$ cat src/rtl/bidir_bus_ctrl_pkg.sv
`default_nettype none
// ============================================================================
// Module   : bidir_bus_ctrl_pkg
// Brief    : Shared types and helpers for the bidirectional bus controller.
// Revision : 1.0 - initial release
// ============================================================================
package bidir_bus_ctrl_pkg;

    typedef enum logic [1:0] {
        ST_IDLE   = 2'd0,
        ST_TURN   = 2'd1,
        ST_DRIVE  = 2'd2,
        ST_SAMPLE = 2'd3
    } state_t;

    // Width of the shared duration counter: must hold the longest phase
    // (TURN, DRIVE hold, or the 3-cycle synchronised SAMPLE).
    function automatic int cnt_width(input int turn_cycles, input int hold_cycles);
        int m;
        m = (turn_cycles > hold_cycles) ? turn_cycles : hold_cycles;
        if (m < 3) m = 3;
        return $clog2(m + 1);
    endfunction

endpackage
`default_nettype wire

$ cat src/rtl/bidir_bus_ctrl_pad_sync.sv
`default_nettype none
// ============================================================================
// Module   : pad_sync
// Brief    : WIDTH-bit two-flop synchroniser for the pad input bus.
//            Only instantiated when BIDIR_BUS_CTRL_SYNC_EN is defined.
// Revision : 1.0 - initial release
// ============================================================================
module pad_sync #(
    parameter int WIDTH = 8
) (
    input  logic             clk,
    input  logic             rst,
    input  logic [WIDTH-1:0] d,
    output logic [WIDTH-1:0] q
);

    logic [WIDTH-1:0] sync1_q, sync1_d;
    logic [WIDTH-1:0] sync2_q, sync2_d;

    // Next values of the two synchroniser stages.
    always_comb begin
        sync1_d = d;
        sync2_d = sync1_q;
    end

    // Synchroniser stages, cleared on reset.
    always_ff @(posedge clk) begin
        if (rst) begin
            sync1_q <= '0;
            sync2_q <= '0;
        end else begin
            sync1_q <= sync1_d;
            sync2_q <= sync2_d;
        end
    end

    assign q = sync2_q;

endmodule
`default_nettype wire

$ cat src/rtl/bidir_bus_ctrl.sv
`default_nettype none
// ============================================================================
// Module   : bidir_bus_ctrl
// Brief    : Half-duplex controller for a tristate pad. Turns single-beat
//            read/write commands into bus cycles with enforced turnaround.
//            Optional macro BIDIR_BUS_CTRL_SYNC_EN adds a 2-flop synchroniser
//            on pad_o and stretches SAMPLE to 3 cycles.
// Revision : 1.0 - initial release
// ============================================================================
module bidir_bus_ctrl
    import bidir_bus_ctrl_pkg::*;
#(
    parameter int WIDTH       = 8,
    parameter int TURN_CYCLES = 2,
    parameter int HOLD_CYCLES = 1
) (
    input  logic             clk,
    input  logic             rst,
    input  logic             cmd_valid,
    output logic             cmd_ready,
    input  logic             cmd_write,
    input  logic [WIDTH-1:0] cmd_wdata,
    output logic             rsp_valid,
    output logic [WIDTH-1:0] rsp_rdata,
    output logic             busy,
    output logic             pad_t,
    output logic [WIDTH-1:0] pad_i,
    input  logic [WIDTH-1:0] pad_o
);

`ifdef BIDIR_BUS_CTRL_SYNC_EN
    localparam int SAMPLE_CYCLES = 3;
`else
    localparam int SAMPLE_CYCLES = 1;
`endif
    localparam int CNT_W = cnt_width(TURN_CYCLES, HOLD_CYCLES);
    localparam logic [CNT_W-1:0] TURN_LOAD   = CNT_W'(TURN_CYCLES - 1);
    localparam logic [CNT_W-1:0] HOLD_LOAD   = CNT_W'(HOLD_CYCLES - 1);
    localparam logic [CNT_W-1:0] SAMPLE_LOAD = CNT_W'(SAMPLE_CYCLES - 1);

    state_t             state_q, state_d;
    logic               dir_q, dir_d;
    logic [CNT_W-1:0]   cnt_q, cnt_d;
    logic               write_q, write_d;
    logic [WIDTH-1:0]   wdata_q, wdata_d;
    logic               pad_t_q, pad_t_d;
    logic [WIDTH-1:0]   pad_i_q, pad_i_d;
    logic               rsp_valid_q, rsp_valid_d;
    logic [WIDTH-1:0]   rsp_rdata_q, rsp_rdata_d;
    logic [WIDTH-1:0]   sample_src;

`ifdef BIDIR_BUS_CTRL_SYNC_EN
    pad_sync #(.WIDTH(WIDTH)) u_pad_sync (
        .clk (clk),
        .rst (rst),
        .d   (pad_o),
        .q   (sample_src)
    );
`else
    assign sample_src = pad_o;
`endif

    // Next-state, counter and registered-output logic for the bus FSM.
    always_comb begin
        state_d     = state_q;
        dir_d       = dir_q;
        cnt_d       = cnt_q;
        write_d     = write_q;
        wdata_d     = wdata_q;
        pad_t_d     = pad_t_q;
        pad_i_d     = pad_i_q;
        rsp_valid_d = 1'b0;
        rsp_rdata_d = rsp_rdata_q;
        case (state_q)
            ST_IDLE: begin
                if (cmd_valid) begin
                    write_d = cmd_write;
                    wdata_d = cmd_wdata;
                    if (cmd_write != dir_q) begin
                        // Direction change: release the bus first.
                        state_d = ST_TURN;
                        cnt_d   = TURN_LOAD;
                        pad_t_d = 1'b0;
                    end else if (cmd_write) begin
                        state_d = ST_DRIVE;
                        cnt_d   = HOLD_LOAD;
                        pad_t_d = 1'b1;
                        pad_i_d = cmd_wdata;
                    end else begin
                        state_d = ST_SAMPLE;
                        cnt_d   = SAMPLE_LOAD;
                        pad_t_d = 1'b0;
                    end
                end
            end
            ST_TURN: begin
                if (cnt_q != '0) begin
                    cnt_d = cnt_q - 1'b1;
                end else if (write_q) begin
                    state_d = ST_DRIVE;
                    cnt_d   = HOLD_LOAD;
                    pad_t_d = 1'b1;
                    pad_i_d = wdata_q;
                end else begin
                    state_d = ST_SAMPLE;
                    cnt_d   = SAMPLE_LOAD;
                end
            end
            ST_DRIVE: begin
                dir_d = 1'b1;
                if (cnt_q != '0) cnt_d = cnt_q - 1'b1;
                else             state_d = ST_IDLE;
            end
            ST_SAMPLE: begin
                dir_d = 1'b0;
                if (cnt_q != '0) begin
                    cnt_d = cnt_q - 1'b1;
                end else begin
                    rsp_valid_d = 1'b1;
                    rsp_rdata_d = sample_src;
                    state_d     = ST_IDLE;
                end
            end
            default: state_d = ST_IDLE;
        endcase
    end

    // State and output registers; reset releases the bus and drops any read.
    always_ff @(posedge clk) begin
        if (rst) begin
            state_q     <= ST_IDLE;
            dir_q       <= 1'b0;
            cnt_q       <= '0;
            write_q     <= 1'b0;
            wdata_q     <= '0;
            pad_t_q     <= 1'b0;
            pad_i_q     <= '0;
            rsp_valid_q <= 1'b0;
            rsp_rdata_q <= '0;
        end else begin
            state_q     <= state_d;
            dir_q       <= dir_d;
            cnt_q       <= cnt_d;
            write_q     <= write_d;
            wdata_q     <= wdata_d;
            pad_t_q     <= pad_t_d;
            pad_i_q     <= pad_i_d;
            rsp_valid_q <= rsp_valid_d;
            rsp_rdata_q <= rsp_rdata_d;
        end
    end

    assign cmd_ready = (state_q == ST_IDLE);
    assign busy      = !cmd_ready;
    assign pad_t     = pad_t_q;
    assign pad_i     = pad_i_q;
    assign rsp_valid = rsp_valid_q;
    assign rsp_rdata = rsp_rdata_q;

endmodule
`default_nettype wire

$ cat config.mk
export PLATFORM = sky130hd
export DESIGN_NAME = bidir_bus_ctrl
export DESIGN_NICKNAME = d
export VERILOG_FILES = /design/src/rtl/bidir_bus_ctrl_pkg.sv /design/src/rtl/bidir_bus_ctrl_pad_sync.sv /design/src/rtl/bidir_bus_ctrl.sv
export SDC_FILE = /design/constraint.sdc
export NUM_CORES = 1
export LEC_CHECK = 0
export ABC_AREA = 1
export CORE_ASPECT_RATIO = 0.8
export CORE_MARGIN = 8
export CORE_UTILIZATION = 45
export CTS_BUF_LIST = sky130_fd_sc_hd__clkbuf_16
export DETAILED_ROUTE_END_ITERATION = 8
export PLACE_DENSITY = 0.74
export SYNTH_ARGS = -nofsm -noshare
export SYNTH_HDL_FRONTEND = slang
export SYNTH_SLANG_ARGS = --single-unit
export TNS_END_PERCENT = 50
$ cat constraint.sdc
create_clock -name clk -period 1.78 [get_ports clk]
set_input_delay 0.356 -clock clk [delete_from_list [all_inputs] [get_ports clk]]
set_output_delay 0.356 -clock clk [all_outputs]
set_load 0.02 [all_outputs]
Word-level counts from Yosys, hierarchy flattened
Index checks and enable logic that the tools add are counted.
- equal/unequal tests: 11
- divide/modulo/power cells: 0
- shift operators: 0
- $mul: 0
- order comparisons: 0
- add/subtract/negate cells: 1
- bitwise logic cells: 2
- reduce and logical (&&, ||, !) cells: 13
- multiplexer cells: 26
- operators with widths (cell ; number):
    8-bit two-way mux ; 5
    8-bit case mux with 2 select lines ; 1
    2-bit two-way mux ; 7
    2-bit case mux with 3 select lines ; 2
    2-bit != test, second input constant ; 5
    1-bit two-way mux ; 9
    2-bit AND reduction ; 3
    6-bit AND reduction ; 1
    2-bit nonzero test ; 3
    2-bit equality test, second input constant ; 2
    2-bit by 1-bit != test with 1-bit output, second input constant ; 2
    1-bit case mux with 2 select lines ; 2
    4-bit AND reduction ; 1
    2-bit OR reduction ; 2
    3-bit AND reduction ; 1
    2-bit by 1-bit equality test with 1-bit output, second input constant ; 1
    2-bit zero test ; 1
    1-bit inverter ; 2
    2-bit by 1-bit subtractor with 2-bit output, second input constant ; 1
    1-bit zero test ; 1
    1-bit != test ; 1
- memories: 0
- register bits: 32
- bits in latches: 0
- memory bits (read-only): 0
- logic and storage cells: 62
- bits of input ports: 20
- RAM bits: 0
- output and inout port bits: 20

Logic depth before layout (Yosys ltp)
Gate-level depths: netlist of the first run.
- word-level depth: 4
- depth in mapped cells: 9
- depth with buffers taken out: 9

Worst setup path before layout of the first run
No wires, ideal clock.
- kind: register -> register
- start point: register cnt_q[0]
- end point: register cnt_q[0]
- arrival time: 1.213 ns
- setup slack: 0.450 ns
- setup time: 0.117 ns
- period minus slack after synthesis: 1.330 ns
- required time: 1.663 ns
- cell stages (with the launch flop): 9
- buffers on the path: 1
- path through: dfxtp_1 -> inv_1 -> ha_1 -> clkbuf_1 -> nand2_1 -> nand2_1 -> inv_1 -> o21ai_0 -> nor2_1
- cells in the longest elaborated chain, start to end: 3
- elaborated cells on any way between the ends: 7
- those cells by class: add/sub: 1; eq/ne: 1; mux: 3; reduce/logical: 2
- RTL lines (element ; line ; source):
    start: declaration ; bidir_bus_ctrl.sv:43 ; logic [CNT_W-1:0] cnt_q, cnt_d;
    start signal: assignment ; bidir_bus_ctrl.sv:143 ; cnt_q <= cnt_d;
    2-bit by 1-bit subtractor with 2-bit output / 2-bit nonzero test (equally long branches) ; - ;
    2-bit two-way mux, or another cell as far along ; bidir_bus_ctrl.sv:111, bidir_bus_ctrl.sv:116 ;
    2-bit case mux with 3 select lines / 2-bit AND reduction (equally long branches) ; - ;
Several ways; a longest one is shown, not always the timed one. The select of a mux whose other input is x is not followed.
A chain may end at the register's enable or synchronous reset.

Final worst setup path of the first run
- start point: register state_q[0]
- end point: output port cmd_ready
- cells in the longest elaborated chain, start to end: 1
- RTL lines (element ; line ; source):
    start: declaration ; bidir_bus_ctrl.sv:41 ; state_t state_q, state_d;
    start signal: assignment ; bidir_bus_ctrl.sv:141 ; state_q <= state_d;
    2-bit zero test ; bidir_bus_ctrl.sv:153 ; assign cmd_ready = (state_q == ST_IDLE);
    end: declaration ; bidir_bus_ctrl.sv:20 ; output logic cmd_ready,
No other way between the ends.

==> results of run 1 <==
==> area by class of cell <==
type	instances	share of cell area, %
Timing Repair Buffer	48	21.07
Sequential cell	32	29.56
Multi-Input combinational cell	159	36.55
Clock buffer	5	5.774
Clock inverter	3	0.5196
Tap cell	42	2.425
Inverter	22	4.099
==> power groups by stage <==
stage	clock, mW	combinational (mW)	sequential, mW
6_report	0.788	1.96	1.07
3_3_place_gp	0	1.95	1.08
3_5_place_dp	0	1.97	1.09
5_1_grt	0.846	2.17	1.11
4_1_cts	0.808	1.97	1.07
2_1_floorplan	0	1.18	1.22
==> logic make-up (layout without fill, tap and decap cells) <==
group	after synthesis	in the layout
simple gates	123	123
flops	32	32
compound gates	31	31
buf+inv	29	78
fa+ha+maj	5	5
==> registers in the layout (all words and copies together), names as in the netlist <==
register and count:
state_q 2, dir_q 1, rsp_rdata 8, cnt_q 2, pad_t 1, rsp_valid 1, write_q 1, pad_i 8
wdata_q 8
==> synth_stat cells <==
library cell,count
nand3_1,26
buf_2,1
clkinv_2,1
dfxtp_1,32
nand2_2,2
a21oi_1,12
clkbuf_2,1
or2_0,1
inv_4,2
nor2_1,42
o21ai_1,3
ha_1,5
o21ai_0,14
nor2_4,2
inv_1,17
o22ai_1,1
nor2_2,4
buf_4,1
nand2_4,4
buf_6,1
nand3_4,1
clkbuf_1,3
nand2_1,41
o211ai_1,1
inv_2,2
==> layer usage <==
layer  up-vias  GRT usage (%)  routed length (µm)
met3         7          5.052                 324
met1       653          18.68                1820
li1        798              -                   -
met2        48          21.53                1591
met5         -              0                   0
met4         0          7.205                  72
==> per-stage QoR <==
| stage | util [%] | hold WS, ns |
|---|---|---|
| detailed placement | 60.19 | 0.4577 |
| floorplan | - | 0.4764 |
| finish | 64.20 | 0.4618 |
| CTS | 64.20 | 0.4644 |
| global route | 64.20 | 0.4798 |
| global placement | 60.19 | 0.4496 |
==> worst min-delay path by stage <==
stage,endpoint,start,slack [ns]
floorplan,wdata_q[0]$_SDFFE_PP0P_,wdata_q[0]$_SDFFE_PP0P_,0.48
global placement,rsp_rdata[5]$_SDFFE_PP0P_,rsp_rdata[5]$_SDFFE_PP0P_,0.45
detailed placement,rsp_rdata[0]$_SDFFE_PP0P_,rsp_rdata[0]$_SDFFE_PP0P_,0.46
CTS,rsp_rdata[0]$_SDFFE_PP0P_,rsp_rdata[0]$_SDFFE_PP0P_,0.46
global route,rsp_rdata[3]$_SDFFE_PP0P_,rsp_rdata[3]$_SDFFE_PP0P_,0.48
finish,rsp_rdata[0]$_SDFFE_PP0P_,rsp_rdata[0]$_SDFFE_PP0P_,0.46
==> placed cells by master (no fill, tap or decap) <==
cell type        instances
clkdlybuf4s50_1         38
clkinv_1                 1
inv_1                   19
o22ai_1                  1
nand2_1                 41
o21ai_1                  3
inv_2                    2
a21oi_1                 12
nor2_4                   2
o21ai_0                 14
ha_1                     5
clkbuf_16                5
dlygate4sd2_1            1
nor2_1                  42
nand3_1                 26
nor2_2                   4
or2_0                    1
nand2_4                  4
nand2_2                  2
dfxtp_1                 32
clkinv_2                 1
nand3_4                  1
inv_4                    2
buf_4                    9
o211ai_1                 1
==> tightest hold or removal path, delay by kind of cell (launching register included) <==
kind | cells | cell delay [ns]
flip-flops | 1 | 0.30
AO/OA/AOI/OAI | 1 | 0.05
AND/OR/NAND/NOR | 1 | 0.06
==> timing repair <==
| action | in CTS | in global routing |
|---|---|---|
| resized for setup | 1 | 0 |
| endpoints found under the hold margin | 0 | 0 |
| setup endpoints to repair | 1 | 0 |
==> impl_metrics.json, run 1 <==
{
  "status": "finished clean",
  "setup_viol": 0,
  "finalClockSkew_ns": 0.005020,
  "synth.top_cell.area_share_pct": 41.03,
  "regArea_um2": 640.6,
  "synth_top_family_by_area": "simple AND/OR/NAND/NOR gates",
  "postCtsSetupBuffers": 0,
  "p_leak_nw": 0.9668,
  "ctsHtreeMaxLevel": 2,
  "grtUsageTotal_pct": 14.62,
  "synth_compound_area_share_pct": 10.18,
  "critical_path_arrival_ns": 1.35,
  "critPathKind": "flip-flop to primary output",
  "rsz0062_at_grt": "false",
  "hold_buffers": 0,
  "clkLatencyLatePin_ns": 0.28,
  "wl_mm": 3.809,
  "grt_pass1_wl_mm": 6.299,
  "ff2ff_path_depth": 9,
  "fin_tns_setup_ns": 0,
  "cp-start-kind": "flip-flop",
  "hpwl_mm": 2.813,
  "synth-xor-area-share_pct": 0,
  "powerDensity_mw_per_mm2": 1762,
  "initial_core_util_pct": 46.26,
  "design.die.area_mm2": 0.005623,
  "yosys.area_share.simple_pct": 36.54,
  "syn_area_per_cell_um2": 7.098,
  "drv_slew": 0,
  "power.switching_mw": 1.606,
  "tightest_slew_ns": 0.2717,
  "cts_tree": "done",
  "comb_power_share_pct": 51.3,
  "swShare_pct": 42.07,
  "synth_warnings": 0,
  "startpoint": "state_q[0]$_SDFFE_PP0P_",
  "place_inst": 303,
  "p_total_mw": 3.818,
  "drive_above_1_share_pct": 11.90,
  "nets": 293,
  "antenna_found_initial": 0,
  "critPathBufInv": 1,
  "fin_crit_sh_pct": 96.03,
  "grt_max_degree": 23,
  "p_clk_share_pct": 20.6,
  "synth_fp_nets": 245,
  "root_buffer": "clkbuf_16",
  "max_freq_mhz": 585.0,
  "ys_types": 25,
  "core_area_mm2": 0.003376,
  "synth_area_mm2": 0.001561,
  "period_needed_ns": 1.709,
  "worst_r2r_endpoint": "pad_i[3]$_SDFFE_PP0P_",
  "num_rows": 19,
  "hold_viol_final": 0,
  "synthAdderAreaFrac_pct": 4.006,
  "grt_pass1_vias": 1386,
  "r2r_setup_slack_ns": 0.43,
  "crit_chain": "nor2_2 > clkdlybuf4s50_1",
  "critPathRequiredTime_ns": 1.42,
  "n_antenna_cell": 0,
  "area_growth_pct": 38.78,
  "endpoint": "cmd_ready",
  "critPathMaxStageDelay_ns": 0.61,
  "grt.overflow.total": 0,
  "postRouteAntennaNets": 0,
  "drc_errors": 0,
  "clkTransAtPathRegs_ns": 0.05,
  "io_pins": 40,
  "fillers": 322,
  "vias": 1506,
  "first_pass_iters": 4,
  "yosys-top-cells-area": "dfxtp_1, nor2_1, nand2_1",
  "synthCells": 220,
  "final_cell_area_mm2": 0.002167,
  "muxShareOfSynthArea_pct": 0,
  "worstPathMaxFanout": 3,
  "die_y_um": 68.69,
  "max-vdd-ir-drop_uv": 918.0,
  "cpMaxStageDelayCell": "clkdlybuf4s50_1",
  "yosys.area.top_type": "dfxtp_1",
  "layoutNonFillerInstCount": 311,
  "crit_family": "buffers and inverters",
  "gp_congestion": 0.8086,
  "worstSetupEndpointType": "primary output",
  "cts_buffers": 5,
  "hold_path_depth": 2,
  "viasPerCell": 4.842,
  "place_area_mm2": 0.002032,
  "finalWorstSetupSlack_ns": 0.07062,
  "timing.slew.headroom_pct": 81.88,
  "detail_route.wl_per_cell_um": 12.25,
  "cts.sinks": 32,
  "multi_input_area_um2": 792.0,
  "max_cap_viol_count": 0,
  "cts_max_path_buffers": 2,
  "drt_iter0_markers": 128,
  "place_ws_ns": -0.05082,
  "ys_seq_area_share_pct": 41.03,
  "port_buffers": 39,
  "die_w_um": 81.86,
  "r2r_start": "cnt_q[0]$_SDFFE_PP0P_",
  "pwr-share-seq_pct": 28.1,
  "synth_seq_cells": 32,
  "cp.depth": 2,
  "intPower_mw": 2.212,
  "hold_path.class": "flip-flop to flip-flop"
}
Note: power is estimated with default switching activity, not from simulation.
==> run 2, diff against run 1 <==
--- a/config.mk
+++ b/config.mk
@@ -8,10 +8,10 @@
 export ABC_AREA = 1
 export CORE_ASPECT_RATIO = 0.8
 export CORE_MARGIN = 8
-export CORE_UTILIZATION = 45
+export CORE_UTILIZATION = 40
 export CTS_BUF_LIST = sky130_fd_sc_hd__clkbuf_16
 export DETAILED_ROUTE_END_ITERATION = 8
-export PLACE_DENSITY = 0.74
+export PLACE_DENSITY = 0.67
 export SYNTH_ARGS = -nofsm -noshare
 export SYNTH_HDL_FRONTEND = slang
 export SYNTH_SLANG_ARGS = --single-unit
==> constraint.sdc (replaced) <==
create_clock -name clk -period 1.74 [get_ports clk]
set_input_delay 0.348 -clock clk [delete_from_list [all_inputs] [get_ports clk]]
set_output_delay 0.348 -clock clk [all_outputs]
set_load 0.02 [all_outputs]
==> run 2 against run 1 <==
Against the previous run: worst hold slack worse by 0.0022 ns; global-route usage down 1.7 points; sequential share of layout area down 0.45 points; critical path type unchanged; largest power group unchanged.
==> impl_metrics.json, run 2 (synthesis results as in run 1) <==
{
  "status": "finished clean",
  "drive_above_1_share_pct": 12.92,
  "cts_max_path_buffers": 2,
  "critical_path_arrival_ns": 1.22,
  "critPathBufInv": 1,
  "core_area_mm2": 0.003779,
  "powerDensity_mw_per_mm2": 1785,
  "p_leak_nw": 0.9733,
  "ff2ff_path_depth": 8,
  "worstHoldEndpoint": "rsp_rdata[5]$_SDFFE_PP0P_",
  "hold_start": "rsp_rdata[5]$_SDFFE_PP0P_",
  "rsz0062_at_grt": "false",
  "max_freq_mhz": 637.9,
  "drc_errors": 0,
  "clkLatencyLatePin_ns": 0.27,
  "tightest_slew_ns": 0.3070,
  "design.die.area_mm2": 0.006172,
  "crit_chain": "clkdlybuf4s50_1",
  "num_rows": 20,
  "nets": 296,
  "hold_path.class": "flip-flop to flip-flop",
  "final_common_cell": "nor2_1",
  "drv_slew": 0,
  "crit_family": "buffers and inverters",
  "n_antenna_cell": 0,
  "p_total_mw": 3.928,
  "cts_tree": "done",
  "hold_viol_final": 0,
  "worst_r2r_endpoint": "state_q[1]$_SDFFE_PP0P_",
  "first_pass_iters": 4,
  "initial_core_util_pct": 41.32,
  "postRouteAntennaNets": 0,
  "hold-worst-slack_ns": 0.4597,
  "r2r_setup_slack_ns": 0.38,
  "clkTransAtPathRegs_ns": 0.05,
  "r2r_start": "cnt_q[0]$_SDFFE_PP0P_",
  "hpwl_mm": 2.903,
  "wl_mm": 3.918,
  "gp_congestion": 0.8352,
  "hold_path_depth": 2,
  "finalClockSkew_ns": 0.002338,
  "area_growth_pct": 40.95,
  "cpMaxStageDelayCell": "clkdlybuf4s50_1",
  "drt_iter0_markers": 89,
  "setup_viol": 0,
  "gr-usage-met1_pct": 17.31,
  "max_cap_viol_count": 0,
  "vias": 1498,
  "die_w_um": 85.86,
  "antenna_found_initial": 0,
  "final_cell_area_mm2": 0.002201,
  "grt_use_met2_pct": 18.99,
  "place_area_mm2": 0.002071,
  "grt_pass1_wl_mm": 6.354,
  "grt_use_met3_pct": 3.314,
  "critPathKind": "flip-flop to primary output",
  "fin_crit_sh_pct": 90.10,
  "max-vdd-ir-drop_uv": 828.9,
  "critPathMaxStageDelay_ns": 0.61,
  "cts_buffers": 5,
  "io_pins": 40,
  "port_buffers": 39,
  "grt.overflow.total": 0,
  "final_cell_mix": "nor2_1, nand2_1, clkdlybuf4s50_1",
  "period_needed_ns": 1.568,
  "critPathRequiredTime_ns": 1.39,
  "worstSetupEndpointType": "primary output",
  "grt.busiest_layer": "met2",
  "die_y_um": 71.89,
  "cp-start-kind": "flip-flop",
  "fin_tns_setup_ns": 0,
  "root_buffer": "clkbuf_16",
  "grt_pass1_vias": 1360,
  "worstPathMaxFanout": 2,
  "hold_buffers": 0,
  "timing.slew.headroom_pct": 79.53,
  "viasPerCell": 4.595,
  "grt_max_degree": 14,
  "cts.sinks": 32,
  "detail_route.wl_per_cell_um": 12.02,
  "grtUsageTotal_pct": 12.91,
  "ctsHtreeMaxLevel": 2
}
## run 2: layer usage
layer,vias up,share of wire (%)
li1,798,-
met3,4,5.6
met4,0,1.0
met1,658,48
met5,-,0
met2,38,45
## run 2: worst max-delay path by stage
stage                                         start                     to  depth (start not counted)
after global routing                      cmd_write  pad_i[6]$_SDFFE_PP0P_                          7
after floorplan               cnt_q[0]$_SDFFE_PP0P_  cnt_q[0]$_SDFFE_PP0P_                          8
after CTS                 rsp_rdata[1]$_SDFFE_PP0P_           rsp_rdata[1]                          1
after global placement                    cmd_write  pad_i[2]$_SDFFE_PP0P_                          7
final                     rsp_rdata[1]$_SDFFE_PP0P_           rsp_rdata[1]                          1
after detailed placement                  cmd_write  pad_i[7]$_SDFFE_PP0P_                          7
## run 2: timing repair
item / 4_1_cts / 5_1_grt
resized for setup: 2 / 0
buffers inserted: 0 / 0
endpoints found under the setup margin: 2 / 0
## run 2: worst reg2reg max path, stage by stage, from the launching register on
cell and delay, ns:
dfxtp_1 0.38, inv_1 0.09, ha_1 0.21, inv_1 0.12, nand3_4 0.11, nand2_4 0.10, inv_4 0.06, o21ai_0 0.09
a21oi_1 0.09
## run 2: stage by stage
stage | cells | setup WS, ns | util [%]
floorplan | 220 | 0.4096 | -
global placement | 319 | -0.04799 | 54.80
detailed placement | 319 | -0.07356 | 54.80
CTS | 326 | 0.1595 | 58.25
global route | 326 | 0.05872 | 58.25
finish | 326 | 0.1723 | 58.25
## run 2: report_power, final
part / total [mW] / switching (mW) / internal (mW)
registers: 1.10 / 0.141 / 0.963
clock network: 0.784 / 0.275 / 0.509
logic: 2.04 / 1.24 / 0.801
## run 2: final cells by class
type	count	area (µm²)
clock buffers	5	125.1
clock inverters	2	7.507
fillers	368	1578
inverters	22	88.84
multi-input cells	159	792.0
flip-flops and latches	32	640.6
well taps	55	68.82
repair buffers	51	478.0
==> run 3, diff against run 2 <==
--- a/config.mk
+++ b/config.mk
@@ -6,12 +6,14 @@
 export NUM_CORES = 1
 export LEC_CHECK = 0
 export ABC_AREA = 1
-export CORE_ASPECT_RATIO = 0.8
+export CORE_ASPECT_RATIO = 1.4
 export CORE_MARGIN = 8
 export CORE_UTILIZATION = 40
 export CTS_BUF_LIST = sky130_fd_sc_hd__clkbuf_16
 export DETAILED_ROUTE_END_ITERATION = 8
 export PLACE_DENSITY = 0.67
+export REMOVE_ABC_BUFFERS = 1
+export SETUP_SLACK_MARGIN = 0.2
 export SYNTH_ARGS = -nofsm -noshare
 export SYNTH_HDL_FRONTEND = slang
 export SYNTH_SLANG_ARGS = --single-unit
==> run 3 against run 2 <==
Against the previous run: clock power up 4.0%; critical path depth unchanged; setup slack better by 0.015 ns; clock skew up 0.0023 ns; cell area down 0.91%; register-to-register slack about the same; global-route usage down 0.077 points; sequential share of layout area up 0.38 points; sequential power about the same; critical path type unchanged; critical endpoint is now rsp_rdata[5]; largest power group unchanged.
==> impl_metrics.json, run 3 (synthesis results as in run 1) <==
{
  "status": "finished clean",
  "first_pass_iters": 4,
  "power.switching_mw": 1.639,
  "rsz0062_at_grt": "true",
  "hold-worst-slack_ns": 0.4576,
  "max_freq_mhz": 644.1,
  "drive_above_1_share_pct": 14.50,
  "hpwl_mm": 2.708,
  "cts_buffers": 5,
  "p_leak_nw": 1.019,
  "wl_mm": 3.674,
  "cts_max_path_buffers": 2,
  "ff2ff_path_depth": 6,
  "cpMaxStageDelayCell": "clkdlybuf4s50_1",
  "hold_viol_final": 0,
  "detail_route.wl_per_cell_um": 11.78,
  "drv_slew": 0,
  "ctsHtreeMaxLevel": 2,
  "period_needed_ns": 1.553,
  "worstSetupEndpointType": "primary output",
  "crit_chain": "clkdlybuf4s50_1",
  "fillers": 386,
  "final_common_cell": "nor2_1",
  "swShare_pct": 42.10,
  "cts.sinks": 32,
  "finalClockSkew_ns": 0.004679,
  "postRouteAntennaNets": 0,
  "p_clk_share_pct": 20.9,
  "design.die.area_mm2": 0.006187,
  "antenna_found_initial": 0,
  "tightest_slew_ns": 0.2845,
  "multi_input_area_um2": 808.3,
  "area_growth_pct": 39.66,
  "critPathRequiredTime_ns": 1.39,
  "comb_power_share_pct": 50.1,
  "n_antenna_cell": 0,
  "timing.slew.headroom_pct": 81.04,
  "grt.overflow.total": 0,
  "fin_tns_setup_ns": 0,
  "vias": 1453,
  "viasPerCell": 4.657,
  "setup_viol": 0,
  "crit_family": "buffers and inverters",
  "p_total_mw": 3.894,
  "grtUsageTotal_pct": 12.83,
  "max-vdd-ir-drop_uv": 1382,
  "regArea_um2": 643.1,
  "root_buffer": "clkbuf_16",
  "critPathKind": "flip-flop to primary output",
  "die_w_um": 68.81,
  "powerDensity_mw_per_mm2": 1785,
  "die_y_um": 89.93,
  "drc_errors": 0,
  "layoutNonFillerInstCount": 312,
  "core_area_mm2": 0.003851,
  "critPathBufInv": 1,
  "final_cell_mix": "nor2_1, nand2_1, dfxtp_1",
  "hold_path_depth": 2,
  "port_buffers": 39,
  "place_inst": 304,
  "critPathMaxStageDelay_ns": 0.61,
  "io_pins": 40,
  "clkTransAtPathRegs_ns": 0.05,
  "intPower_mw": 2.254,
  "pwr-share-seq_pct": 28.9,
  "clkLatencyLatePin_ns": 0.27,
  "cts_tree": "done",
  "grt_max_degree": 23,
  "initial_core_util_pct": 40.55,
  "postCtsSetupBuffers": 0,
  "fin_crit_sh_pct": 89.23,
  "hold_path.class": "flip-flop to flip-flop",
  "nets": 293,
  "worstPathMaxFanout": 2,
  "num_rows": 27,
  "max_cap_viol_count": 0,
  "grt_pass1_vias": 1396,
  "critical_path_arrival_ns": 1.20,
  "cp.depth": 1,
  "cp-start-kind": "flip-flop",
  "drt_iter0_markers": 55,
  "post-route-util_pct": 56.63,
  "grt_pass1_wl_mm": 6.292,
  "gp_congestion": 0.8493
}
[run 3: power by group through the flow]
stage / Sequential [mW] / Clock, mW / Combinational, mW
floorplan: 1.27 / 0 / 1.14
global placement: 1.13 / 0 / 1.97
detailed placement: 1.14 / 0 / 1.97
CTS: 1.13 / 0.839 / 1.94
global route: 1.17 / 0.861 / 2.19
finish: 1.13 / 0.815 / 1.95
[run 3: layout make-up]
type | count | share of cell area, %
Multi-Input combinational cell | 159 | 37.06
Clock inverter | 3 | 0.6311
Timing Repair Buffer | 48 | 20.54
Tap cell | 43 | 2.467
Sequential cell | 32 | 29.49
Inverter | 22 | 4.073
Clock buffer | 5 | 5.737
[run 3: what timing repair did]
item	in CTS	in global routing
hold buffers	0	0
pin swaps	0	1
setup endpoints to repair	19	20
resized for setup	11	6
[run 3: worst paths after layout]
check	slack (ns)	from	endpoint
worst min register to register	0.46	rsp_rdata[5]$_SDFFE_PP0P_	rsp_rdata[5]$_SDFFE_PP0P_
worst min-delay path	0.46	rsp_rdata[5]$_SDFFE_PP0P_	rsp_rdata[5]$_SDFFE_PP0P_
worst max register to register	0.39	state_q[0]$_SDFFE_PP0P_	pad_i[7]$_SDFFE_PP0P_
worst max-delay path	0.19	rsp_rdata[5]$_SDFFE_PP0P_	rsp_rdata[5]
[run 3: metal layers]
layer	routed length [µm]	track usage [%]
met5	0	0
met4	58	5.042
met3	148	4.099
met2	1802	19.69
met1	1665	15.90
[run 3: per-stage QoR]
stage | setup slack [ns] | instance area, µm²
final | 0.1874 | 2181
after global routing | 0.1538 | 2181
after floorplan | 0.2889 | 1521
after CTS | 0.1732 | 2163
after global placement | -0.06852 | 2033
after detailed placement | -0.05397 | 2033
